**config.mk**
```make
export PLATFORM = sky130hd
export DESIGN_NAME = uart_cmd_dispatcher_flat
export DESIGN_NICKNAME = d
export VERILOG_FILES = /design/src/rtl/uart_cmd_dispatcher_if.sv /design/src/rtl/uart_cmd_dispatcher.sv /design/src/flat_wrapper.sv
export SDC_FILE = /design/constraint.sdc
export NUM_CORES = 1
export LEC_CHECK = 0
export ABC_AREA = 1
export CAP_MARGIN = 20
export CELL_PAD_IN_SITES_DETAIL_PLACEMENT = 1
export CELL_PAD_IN_SITES_GLOBAL_PLACEMENT = 1
export CORE_MARGIN = 1
export CORE_UTILIZATION = 24
export CTS_CLUSTER_SIZE = 30
export DETAILED_ROUTE_END_ITERATION = 7
export GPL_TIMING_DRIVEN = 0
export PLACE_DENSITY = 0.66
export SYNTH_ARGS = -nofsm -noshare
export SYNTH_HDL_FRONTEND = slang
export SYNTH_SLANG_ARGS = --single-unit
```
**constraint.sdc**
```tcl
create_clock -name clk_9k6hz -period 3.5 [get_ports clk_9k6hz]
set_input_delay 0.525 -clock clk_9k6hz [delete_from_list [all_inputs] [get_ports clk_9k6hz]]
set_output_delay 0.525 -clock clk_9k6hz [all_outputs]
set_load 0.01 [all_outputs]
```
**src/rtl/uart_cmd_dispatcher_if.sv**
```systemverilog
// ----------------------------------------------------------------------------
// uart_cmd_dispatcher_if
// Bundles the three handshakes of the UART command dispatcher:
//   rx side   : rx_data, rx_done (level, a rising edge marks one received pair)
//   dev side  : dev_req/dev_cmd/dev_addr out, dev_ack/dev_data/dev_err back
//   resp side : resp_valid/resp_code/resp_data out, resp_ready back
// Handshake semantics: dev_req stays high with dev_cmd/dev_addr stable until
// the cycle dev_ack is sampled high; resp_valid stays high with
// resp_code/resp_data stable until the cycle resp_valid & resp_ready is
// sampled high, after which resp_valid drops on the next clock.
// Modports: slave = dispatcher, master = environment (receiver/sensor/tx).
// ----------------------------------------------------------------------------
interface uart_cmd_dispatcher_if #(
  parameter int ADDR_W = 5
);
  logic [15:0]       rx_data;
  logic              rx_done;
  logic              dev_req;
  logic [7:0]        dev_cmd;
  logic [ADDR_W-1:0] dev_addr;
  logic              dev_ack;
  logic [15:0]       dev_data;
  logic              dev_err;
  logic              resp_valid;
  logic [7:0]        resp_code;
  logic [15:0]       resp_data;
  logic              resp_ready;

  modport slave (
    input  rx_data, rx_done, dev_ack, dev_data, dev_err, resp_ready,
    output dev_req, dev_cmd, dev_addr, resp_valid, resp_code, resp_data
  );

  modport master (
    output rx_data, rx_done, dev_ack, dev_data, dev_err, resp_ready,
    input  dev_req, dev_cmd, dev_addr, resp_valid, resp_code, resp_data
  );
endinterface

```
**src/rtl/uart_cmd_dispatcher.sv**
```systemverilog
// ----------------------------------------------------------------------------
// uart_cmd_dispatcher
// Takes each 2-byte request from the UART receiver ({address, command}),
// validates it, forwards valid ones to the addressed sensor and returns a
// single response word to the UART transmit side.
// Ports:
//   clk_9k6hz   clock shared with the receiver
//   rst_n       asynchronous active-low reset
//   bus         uart_cmd_dispatcher_if.slave (rx, sensor and response sides)
//   busy        high whenever the FSM is not IDLE
//   drop_cnt    requests that arrived while busy, saturating at 8'hFF
//   o_dbg_state current FSM state (debug)
// ----------------------------------------------------------------------------
module uart_cmd_dispatcher #(
  parameter int          NUM_DEV     = 32,
  parameter int          ADDR_W      = 5,
  parameter logic [7:0]  MAX_CMD     = 8'h07,
  parameter int          TIMEOUT_CYC = 4800
) (
  input  logic                       clk_9k6hz,
  input  logic                       rst_n,
  uart_cmd_dispatcher_if.slave       bus,
  output logic                       busy,
  output logic [7:0]                 drop_cnt,
  output logic [1:0]                 o_dbg_state
);

  localparam int              CNT_W     = $clog2(TIMEOUT_CYC + 1);
  localparam logic [CNT_W-1:0] TMO_LAST = CNT_W'(TIMEOUT_CYC - 1);
  // 9 bits so that NUM_DEV = 256 still compares correctly against 8-bit addr
  localparam logic [8:0]      NUM_DEV_9 = 9'(NUM_DEV);

  localparam logic [7:0] CODE_OK      = 8'h00;
  localparam logic [7:0] CODE_BAD_CMD = 8'hE1;
  localparam logic [7:0] CODE_BAD_ADR = 8'hE2;
  localparam logic [7:0] CODE_TIMEOUT = 8'hE3;
  localparam logic [7:0] CODE_DEV_ERR = 8'hE4;

  typedef enum logic [1:0] {
    ST_IDLE  = 2'd0,
    ST_CHECK = 2'd1,
    ST_REQ   = 2'd2,
    ST_RESP  = 2'd3
  } state_t;

  state_t            r_state;
  state_t            w_state_next;

  logic              r_rx_done_q;
  logic [7:0]        r_cmd;
  logic [7:0]        r_addr;
  logic [CNT_W-1:0]  r_tmo_cnt;
  logic              r_dev_req;
  logic [7:0]        r_dev_cmd;
  logic [ADDR_W-1:0] r_dev_addr;
  logic              r_resp_valid;
  logic [7:0]        r_resp_code;
  logic [15:0]       r_resp_data;
  logic [7:0]        r_drop_cnt;

  logic              w_new_req;
  logic              w_issue;    // CHECK passed: raise dev_req
  logic              w_finish;   // response word is decided this cycle
  logic              w_release;  // response taken by consumer
  logic [7:0]        w_code;
  logic [15:0]       w_payload;

  // One request per rising edge of the receiver's "concluded" level.
  assign w_new_req = bus.rx_done & ~r_rx_done_q;

  always_comb begin
    w_state_next = r_state;
    w_issue      = 1'b0;
    w_finish     = 1'b0;
    w_release    = 1'b0;
    w_code       = CODE_OK;
    w_payload    = {r_addr, r_cmd};
    case (r_state)
      ST_IDLE: begin
        if (w_new_req) w_state_next = ST_CHECK;
      end
      ST_CHECK: begin
        if (r_cmd > MAX_CMD) begin
          w_finish     = 1'b1;
          w_code       = CODE_BAD_CMD;
          w_state_next = ST_RESP;
        end else if ({1'b0, r_addr} >= NUM_DEV_9) begin
          w_finish     = 1'b1;
          w_code       = CODE_BAD_ADR;
          w_state_next = ST_RESP;
        end else begin
          w_issue      = 1'b1;
          w_state_next = ST_REQ;
        end
      end
      ST_REQ: begin
        // Ack is tested first so an ack on the expiry cycle still wins.
        if (bus.dev_ack) begin
          w_finish     = 1'b1;
          w_state_next = ST_RESP;
          if (bus.dev_err) begin
            w_code = CODE_DEV_ERR;
          end else begin
            w_code    = CODE_OK;
            w_payload = bus.dev_data;
          end
        end else if (r_tmo_cnt == TMO_LAST) begin
          w_finish     = 1'b1;
          w_code       = CODE_TIMEOUT;
          w_state_next = ST_RESP;
        end
      end
      ST_RESP: begin
        if (bus.resp_ready) begin
          w_release    = 1'b1;
          w_state_next = ST_IDLE;
        end
      end
      default: w_state_next = ST_IDLE;
    endcase
  end

  always_ff @(posedge clk_9k6hz or negedge rst_n) begin
    if (!rst_n) r_state <= ST_IDLE;
    else        r_state <= w_state_next;
  end

  always_ff @(posedge clk_9k6hz or negedge rst_n) begin
    if (!rst_n) begin
      // Treat a level already high at reset release as old news.
      r_rx_done_q  <= 1'b1;
      r_cmd        <= '0;
      r_addr       <= '0;
      r_tmo_cnt    <= '0;
      r_dev_req    <= 1'b0;
      r_dev_cmd    <= '0;
      r_dev_addr   <= '0;
      r_resp_valid <= 1'b0;
      r_resp_code  <= '0;
      r_resp_data  <= '0;
      r_drop_cnt   <= '0;
    end else begin
      r_rx_done_q <= bus.rx_done;

      if (r_state == ST_IDLE && w_new_req) begin
        r_cmd  <= bus.rx_data[7:0];
        r_addr <= bus.rx_data[15:8];
      end

      // Edge arriving while busy is consumed here and never replayed.
      if (r_state != ST_IDLE && w_new_req && r_drop_cnt != 8'hFF)
        r_drop_cnt <= r_drop_cnt + 8'd1;

      if (r_state == ST_REQ && !w_finish) r_tmo_cnt <= r_tmo_cnt + 1'b1;
      else                                r_tmo_cnt <= '0;

      if (w_issue) begin
        r_dev_req  <= 1'b1;
        r_dev_cmd  <= r_cmd;
        r_dev_addr <= r_addr[ADDR_W-1:0];
      end else if (r_state == ST_REQ && w_finish) begin
        r_dev_req  <= 1'b0;
      end

      if (w_finish) begin
        r_resp_valid <= 1'b1;
        r_resp_code  <= w_code;
        r_resp_data  <= w_payload;
      end else if (w_release) begin
        r_resp_valid <= 1'b0;
      end
    end
  end

  assign bus.dev_req    = r_dev_req;
  assign bus.dev_cmd    = r_dev_cmd;
  assign bus.dev_addr   = r_dev_addr;
  assign bus.resp_valid = r_resp_valid;
  assign bus.resp_code  = r_resp_code;
  assign bus.resp_data  = r_resp_data;
  assign busy           = (r_state != ST_IDLE);
  assign drop_cnt       = r_drop_cnt;
  assign o_dbg_state    = r_state;

endmodule
```
**src/flat_wrapper.sv**
```systemverilog
// flat-port wrapper written by rule: the top's interface ports become plain ports
module uart_cmd_dispatcher_flat 
#(
  parameter int          NUM_DEV     = 32,
  parameter int          ADDR_W      = 5,
  parameter logic [7:0]  MAX_CMD     = 8'h07,
  parameter int          TIMEOUT_CYC = 4800
)
  (clk_9k6hz, rst_n, busy, drop_cnt, o_dbg_state, bus_rx_data, bus_rx_done, bus_dev_ack, bus_dev_data, bus_dev_err, bus_resp_ready, bus_dev_req, bus_dev_cmd, bus_dev_addr, bus_resp_valid, bus_resp_code, bus_resp_data);
  uart_cmd_dispatcher_if #(.ADDR_W(ADDR_W)) bus_i ();
  input  logic clk_9k6hz;
  input  logic rst_n;
  output logic busy;
  output logic [7:0] drop_cnt;
  output logic [1:0] o_dbg_state;
  input wire logic [$bits(bus_i.rx_data)-1:0] bus_rx_data;
  input wire logic [$bits(bus_i.rx_done)-1:0] bus_rx_done;
  input wire logic [$bits(bus_i.dev_ack)-1:0] bus_dev_ack;
  input wire logic [$bits(bus_i.dev_data)-1:0] bus_dev_data;
  input wire logic [$bits(bus_i.dev_err)-1:0] bus_dev_err;
  input wire logic [$bits(bus_i.resp_ready)-1:0] bus_resp_ready;
  output wire logic [$bits(bus_i.dev_req)-1:0] bus_dev_req;
  output wire logic [$bits(bus_i.dev_cmd)-1:0] bus_dev_cmd;
  output wire logic [$bits(bus_i.dev_addr)-1:0] bus_dev_addr;
  output wire logic [$bits(bus_i.resp_valid)-1:0] bus_resp_valid;
  output wire logic [$bits(bus_i.resp_code)-1:0] bus_resp_code;
  output wire logic [$bits(bus_i.resp_data)-1:0] bus_resp_data;
  assign bus_i.rx_data = bus_rx_data;
  assign bus_i.rx_done = bus_rx_done;
  assign bus_i.dev_ack = bus_dev_ack;
  assign bus_i.dev_data = bus_dev_data;
  assign bus_i.dev_err = bus_dev_err;
  assign bus_i.resp_ready = bus_resp_ready;
  assign bus_dev_req = bus_i.dev_req;
  assign bus_dev_cmd = bus_i.dev_cmd;
  assign bus_dev_addr = bus_i.dev_addr;
  assign bus_resp_valid = bus_i.resp_valid;
  assign bus_resp_code = bus_i.resp_code;
  assign bus_resp_data = bus_i.resp_data;
  uart_cmd_dispatcher #(.NUM_DEV(NUM_DEV), .ADDR_W(ADDR_W), .MAX_CMD(MAX_CMD), .TIMEOUT_CYC(TIMEOUT_CYC)) u_core (.clk_9k6hz(clk_9k6hz), .rst_n(rst_n), .bus(bus_i), .busy(busy), .drop_cnt(drop_cnt), .o_dbg_state(o_dbg_state));
endmodule
```
# Yosys cells after proc, flatten, opt, wreduce, memory -nomap -nowiden
# Cells that the tools add are included.
classes:
  addsub: 2
  n_eq_ne: 8
  n_reduce_logical: 11
  order_cmp: 2
  mux: 31
  n_bitwise: 2
op_table:
  columns: ["cell", "n"]
  rows:
  - ["two-way mux 16 bit", 3]
  - ["two-way mux 8 bit", 5]
  - ["one-hot mux 8 bit (2 select lines)", 1]
  - ["two-way mux 1 bit", 14]
  - ["adder 13 x 1 -> 13 bit (second input constant)", 1]
  - ["equality test 13 bit (second input constant)", 1]
  - ["two-way mux 13 bit", 1]
  - ["two-way mux 2 bit", 5]
  - ["adder 8 x 1 -> 8 bit (second input constant)", 1]
  - [">= comparator 8 x 6 -> 1 bit (second input constant)", 1]
  - ["greater-than comparator 8 x 3 -> 1 bit (second input constant)", 1]
  - ["!= test 8 bit (second input constant)", 1]
  - ["one-hot mux 2 bit (4 select lines)", 1]
  - ["nonzero test 2 bit", 3]
  - ["logical AND 1 bit", 5]
  - ["equality test 2 bit (second input constant)", 2]
  - ["!= test 3 x 2 -> 1 bit (second input constant)", 1]
  - ["AND reduction 3 bit", 1]
  - ["equality test 2 x 1 -> 1 bit (second input constant)", 1]
  - ["logical NOT 2 bit", 1]
  - ["!= test 2 x 1 -> 1 bit (second input constant)", 1]
  - ["!= test 2 bit (second input constant)", 1]
  - ["one-hot mux 1 bit (2 select lines)", 1]
  - ["bitwise AND 1 bit", 1]
  - ["other kinds (2)", 2]
word_totals:
  inputBits: 38
  wordCells: 68
  output_inout_bits: 50
  register_bits: 79

# Longest topological paths before layout
logic_depth:
  ltp_word: 7
  depth_mapped: 11
  ltp_nobuf: 9

# Least setup slack after synthesis
# No wires, ideal clock.
synth_timing:
  kind: "register -> register"
  start: "reg u_core.r_state[0], in the netlist u_core.o_dbg_state[0]"
  end: "reg u_core.r_resp_data[0], in the netlist u_core.bus.resp_data[0]"
  n_path_buf: 1
  required_time_ns: 3.377
  period_less_slack_ns: 1.658
  slack_ns: 1.842
  stages_incl_launch_ff: 9
  arrival_ns: 1.534
  path_cell_list: "dfrtp_1 -> inv_1 -> ha_1 -> nand2_1 -> inv_2 -> nand2_2 -> clkbuf_1 -> o21ai_0 -> o21ai_2"
synth_via:
  elab_chain_len: 2
  word_cells_on_any_way: 4
synth_rtl:
  columns: ["element", "line", "text"]
  rows:
  - ["start: declaration", "uart_cmd_dispatcher.sv:46", "state_t r_state;"]
  - ["start signal: assignment", "uart_cmd_dispatcher.sv:125", "else r_state <= w_state_next;"]
  - ["equality test 2 bit or equality test 2 x 1 -> 1 bit (tied branches)", "uart_cmd_dispatcher.sv:78", "case (r_state)"]
  - ["one-hot mux 1 bit (2 select lines) or two-way mux 16 bit (tied branches)", "uart_cmd_dispatcher.sv:78", null]
  - ["end signal: assignment", "uart_cmd_dispatcher.sv:168", "r_resp_data <= w_payload;"]
  - ["end: declaration", "uart_cmd_dispatcher.sv:58", "logic [15:0] r_resp_data;"]
# Several ways; a longest one is shown, not always the timed one.
# A chain may end at the register's enable or synchronous reset.

# Worst setup path after layout
layout_timing:
  start: "reg u_core.r_state[0], in the netlist u_core.o_dbg_state[0]"
  end: "out busy"
layout_via:
  elab_chain_len: 1
layout_rtl:
  columns: ["element", "line", "text"]
  rows:
  - ["nonzero test 2 bit", "uart_cmd_dispatcher.sv:181", "assign busy = (r_state != ST_IDLE);"]
  - ["end: declaration", "flat_wrapper.sv:13", "output logic busy;"]
# No other way between the ends.

==> key figures <==
Place
  • # port buffers: 85
  • GP Congestion: 0.791
  • Dpl ws: 1.18 ns
  • HPWL Detailed: 6980 um
  • Post-DP Area: 4560 sq um

STA
  • Fin crit share: 65.0%
  • Setup violators final: 0
  • Setup ws final: 1.23 ns
  • Fmax: 440 MHz
  • Hold WS: 0.144 ns
  • Fin Clk Skew: 0.00852 ns
  • Final hold violations: 0
  • TNS Setup: 0 ns
  • RSZ-0062 raised after global routing: no
  • Clock period minus worst slack: 2.27 ns
  • Fin. max-slew vios: 0

Pwr
  • P_leak: 2.22 nW
  • Int Pwr: 2.65 mW
  • P_sw: 1.58 mW
  • Clock Power Share: 22.7%
  • Flop pwr share: 33.3%
  • Logic gate share of total power: 44.1%
  • Pwr per Cell Area: 869 nW/um^2
  • Switching Share: 37.4%
  • Peak supply drop: 0.331 mV

Synth
  • Mapped Area: 3450 sq um
  • Cells after Synth: 367
  • Distinct cells, synth: 32
  • Synth area leaders: dfrtp_1, nand2_1, nor2_1
  • Syn Area/Cell: 9.40 sq um
  • Warnings from Yosys: 0
  • Flops & latches, synth: 75
  • Post-synth top area cell: dfrtp_1
  • Yosys top cell area share: 53.7%
  • Post-synthesis sequential area ratio: 54.4%

Floorplan
  • Die span in y: 122 um
  • Die outline area: 14,900 sq um
  • Io pins: 88
  • Die Wd: 122 um
  • Initial Util: 24.8%
  • Core box area: 13,900 sq um
  • Num rows: 43

Worst setup path
  • Critical path fanouts, max: 5
  • Crit path max-delay family: buffers and inverters
  • Crit Path Class: flop to output pin
  • Slowest CP cell: clkdlybuf4s50_1
  • Required time of the worst setup path: 2.97 ns
  • Worst stage delay on the critical path: 0.53 ns
  • Worst path bufs/invs: 3
  • Crit path DAT: 1.75 ns
  • Crit path launch type: flop
  • Critical-path cell list: inv_1 > ha_1 > inv_1 > clkdlybuf4s50_1
  • Most frequent CP cell: inv_1
  • Crit path capture type: output pin

GRT
  • Total congestion overflow: 0
  • First-pass GRT wire length: 15,200 um
  • Largest net degree at the start of global routing: 43
  • Initial antenna violation count: 0
  • Total routing usage reported by global routing: 13.5%
  • Vias in the first global route: 2,947

Layout
  • Commonest non-fill, non-tap cell in the layout: clkdlybuf4s50_1
  • Final Net Count: 509
  • Commonest cells after routing, fill and taps aside: clkdlybuf4s50_1, dfrtp_1, nand2_1, nor2_1, inv_1
  • Filler cells: 1,617
  • Cell area after layout: 4870 sq um
  • Fraction of layout cells with a size suffix above 1: 14.7%
  • Layout overhead on the synthesized area: 41.0%
  • N_diodes: 0

CTS
  • CTS root buf: clkbuf_16
  • CTS tree: yes
  • Clk sinks: 75
  • Num CTS Buffers: 9
  • Worst skew pair latency: 0.34 ns
  • Post-CTS Hold Fix Bufs: 0
  • Clock Pin Slew Worst Setup and Hold Paths: 0.06 ns
  • Post_cts resized: 0
  • Post-CTS Setup Bufs: 0
  • Deepest clock path buffer count: 2
  • CTS HTree Levels: 3

Min path
  • Min-Delay Path Class: primary input to asynchronous set/reset pin

Routing
  • Vias per Instance: 4.29
  • First-pass DRT Iterations: 4
  • Wire length per cell: 14.1 um
  • # DRC: 0
  • Via Count: 2,786
  • Antenna-violating nets left: 0
  • Initial DRC Count: 89
  • Routed WL: 9170 um

Run
  • Max-cap check violation count: 0

Run status
  • Outcome: finished clean
[registers in the layout, indices dropped and copies added (netlist names)]
| name | flops |
|---|---|
| u_core.bus.dev_addr | 5 |
| u_core.bus.dev_cmd | 8 |
| u_core.bus.dev_req | 1 |
| u_core.bus.resp_code | 4 |
| u_core.bus.resp_data | 16 |
| u_core.bus.resp_valid | 1 |
| u_core.drop_cnt | 8 |
| u_core.o_dbg_state | 2 |
| u_core.r_addr | 8 |
| u_core.r_cmd | 8 |
| u_core.r_rx_done_q | 1 |
| u_core.r_tmo_cnt | 13 |
[power by group through the flow]
stage | logic, mW | registers (mW) | clock network (mW)
6_report | 1.86 | 1.41 | 0.958
5_1_grt | 2.07 | 1.45 | 1.02
4_1_cts | 1.91 | 1.41 | 0.990
3_5_place_dp | 1.90 | 1.42 | 0
3_3_place_gp | 1.84 | 1.41 | 0
2_1_floorplan | 0.995 | 1.47 | 0
[worst reg2reg max path, cell delays in order (launching register included)]
cell and delay, ns:
dfrtp_1 0.43, inv_1 0.10, ha_1 0.30, nand2_1 0.15, inv_2 0.06, nand2_2 0.21
clkbuf_1 0.41, o21ai_0 0.22, o21ai_2 0.16
[cells in the mapped netlist (all sizes together)]
master and instances:
clkbuf 3, or2 1, nor3 4, o21ai 38, nand2b 1, nand4 6, mux2 6, conb 1
dfrtp 74, a22oi 1, ha 6, xor2 10, inv 39, nand3b 1, nand3 15, nor2 44
buf 11, nand2 83, a21oi 11, xnor2 5, dfstp 1, mux2i 6
[per-layer routing]
metal	vias up	wire [um]	global-route usage [%]
li1	1355	-	-
met1	1351	4160	16.8
met5	-	0	0
met2	69	4270	21.6
met4	0	125	4.63
met3	11	613	4.68
[kinds of logic (layout without fill, tap and decap cells)]
logic type      Yosys count  count (layout)  share of synthesized area (%)
flops                    75              75                           54.4
simple gates            155             155                           20.4
other cells               1               2                          0.109
mux                      12              12                           3.70
xor+xnor                 15              15                           3.81
compound gates           50              50                           8.41
fa+ha+maj                 6               6                           2.18
buf+inv                  53             155                           7.00
[final cells by class]
cell class | instances | area (sq um) | area share (%)
repair buffers | 86 | 876 | 18.0
clock buffers | 10 | 239 | 4.91
multi-input cells | 240 | 1340 | 27.4
clock inverters | 6 | 71.3 | 1.47
flip-flops and latches | 75 | 1880 | 38.6
inverters | 39 | 146 | 3.01
well taps | 180 | 225 | 4.63
plain buffers | 14 | 95.1 | 1.95
[path summary, 6_finish.rpt]
check	from	endpoint	slack (ns)	depth (start not counted)
max in group asynchronous	rst_n	u_core.r_tmo_cnt[11]$_DFF_PN0_	2.78	2
max	u_core.o_dbg_state[0]$_DFFE_PN0P_	busy	1.23	4
max reg2reg	u_core.o_dbg_state[0]$_DFFE_PN0P_	u_core.bus.resp_data[12]$_DFFE_PN0P_	1.39	8
min in group clk_9k6hz	u_core.r_tmo_cnt[0]$_DFF_PN0_	u_core.r_tmo_cnt[0]$_DFF_PN0_	0.46	1
min	rst_n	u_core.bus.dev_cmd[0]$_DFFE_PN0P_	0.14	1
min reg2reg	u_core.r_tmo_cnt[0]$_DFF_PN0_	u_core.r_tmo_cnt[0]$_DFF_PN0_	0.46	1
[metrics by stage]
| step | utilization [%] | power (mW) | instances |
|---|---|---|---|
| after detailed placement | 32.7 | 3.32 | 634 |
| after global placement | 32.5 | 3.25 | 633 |
| final | 34.9 | 4.23 | 650 |
| after CTS | 34.9 | 4.31 | 650 |
| after global routing | 34.9 | 4.55 | 650 |
| after floorplan | - | 2.47 | 368 |
(Power assumes the default switching activity.)
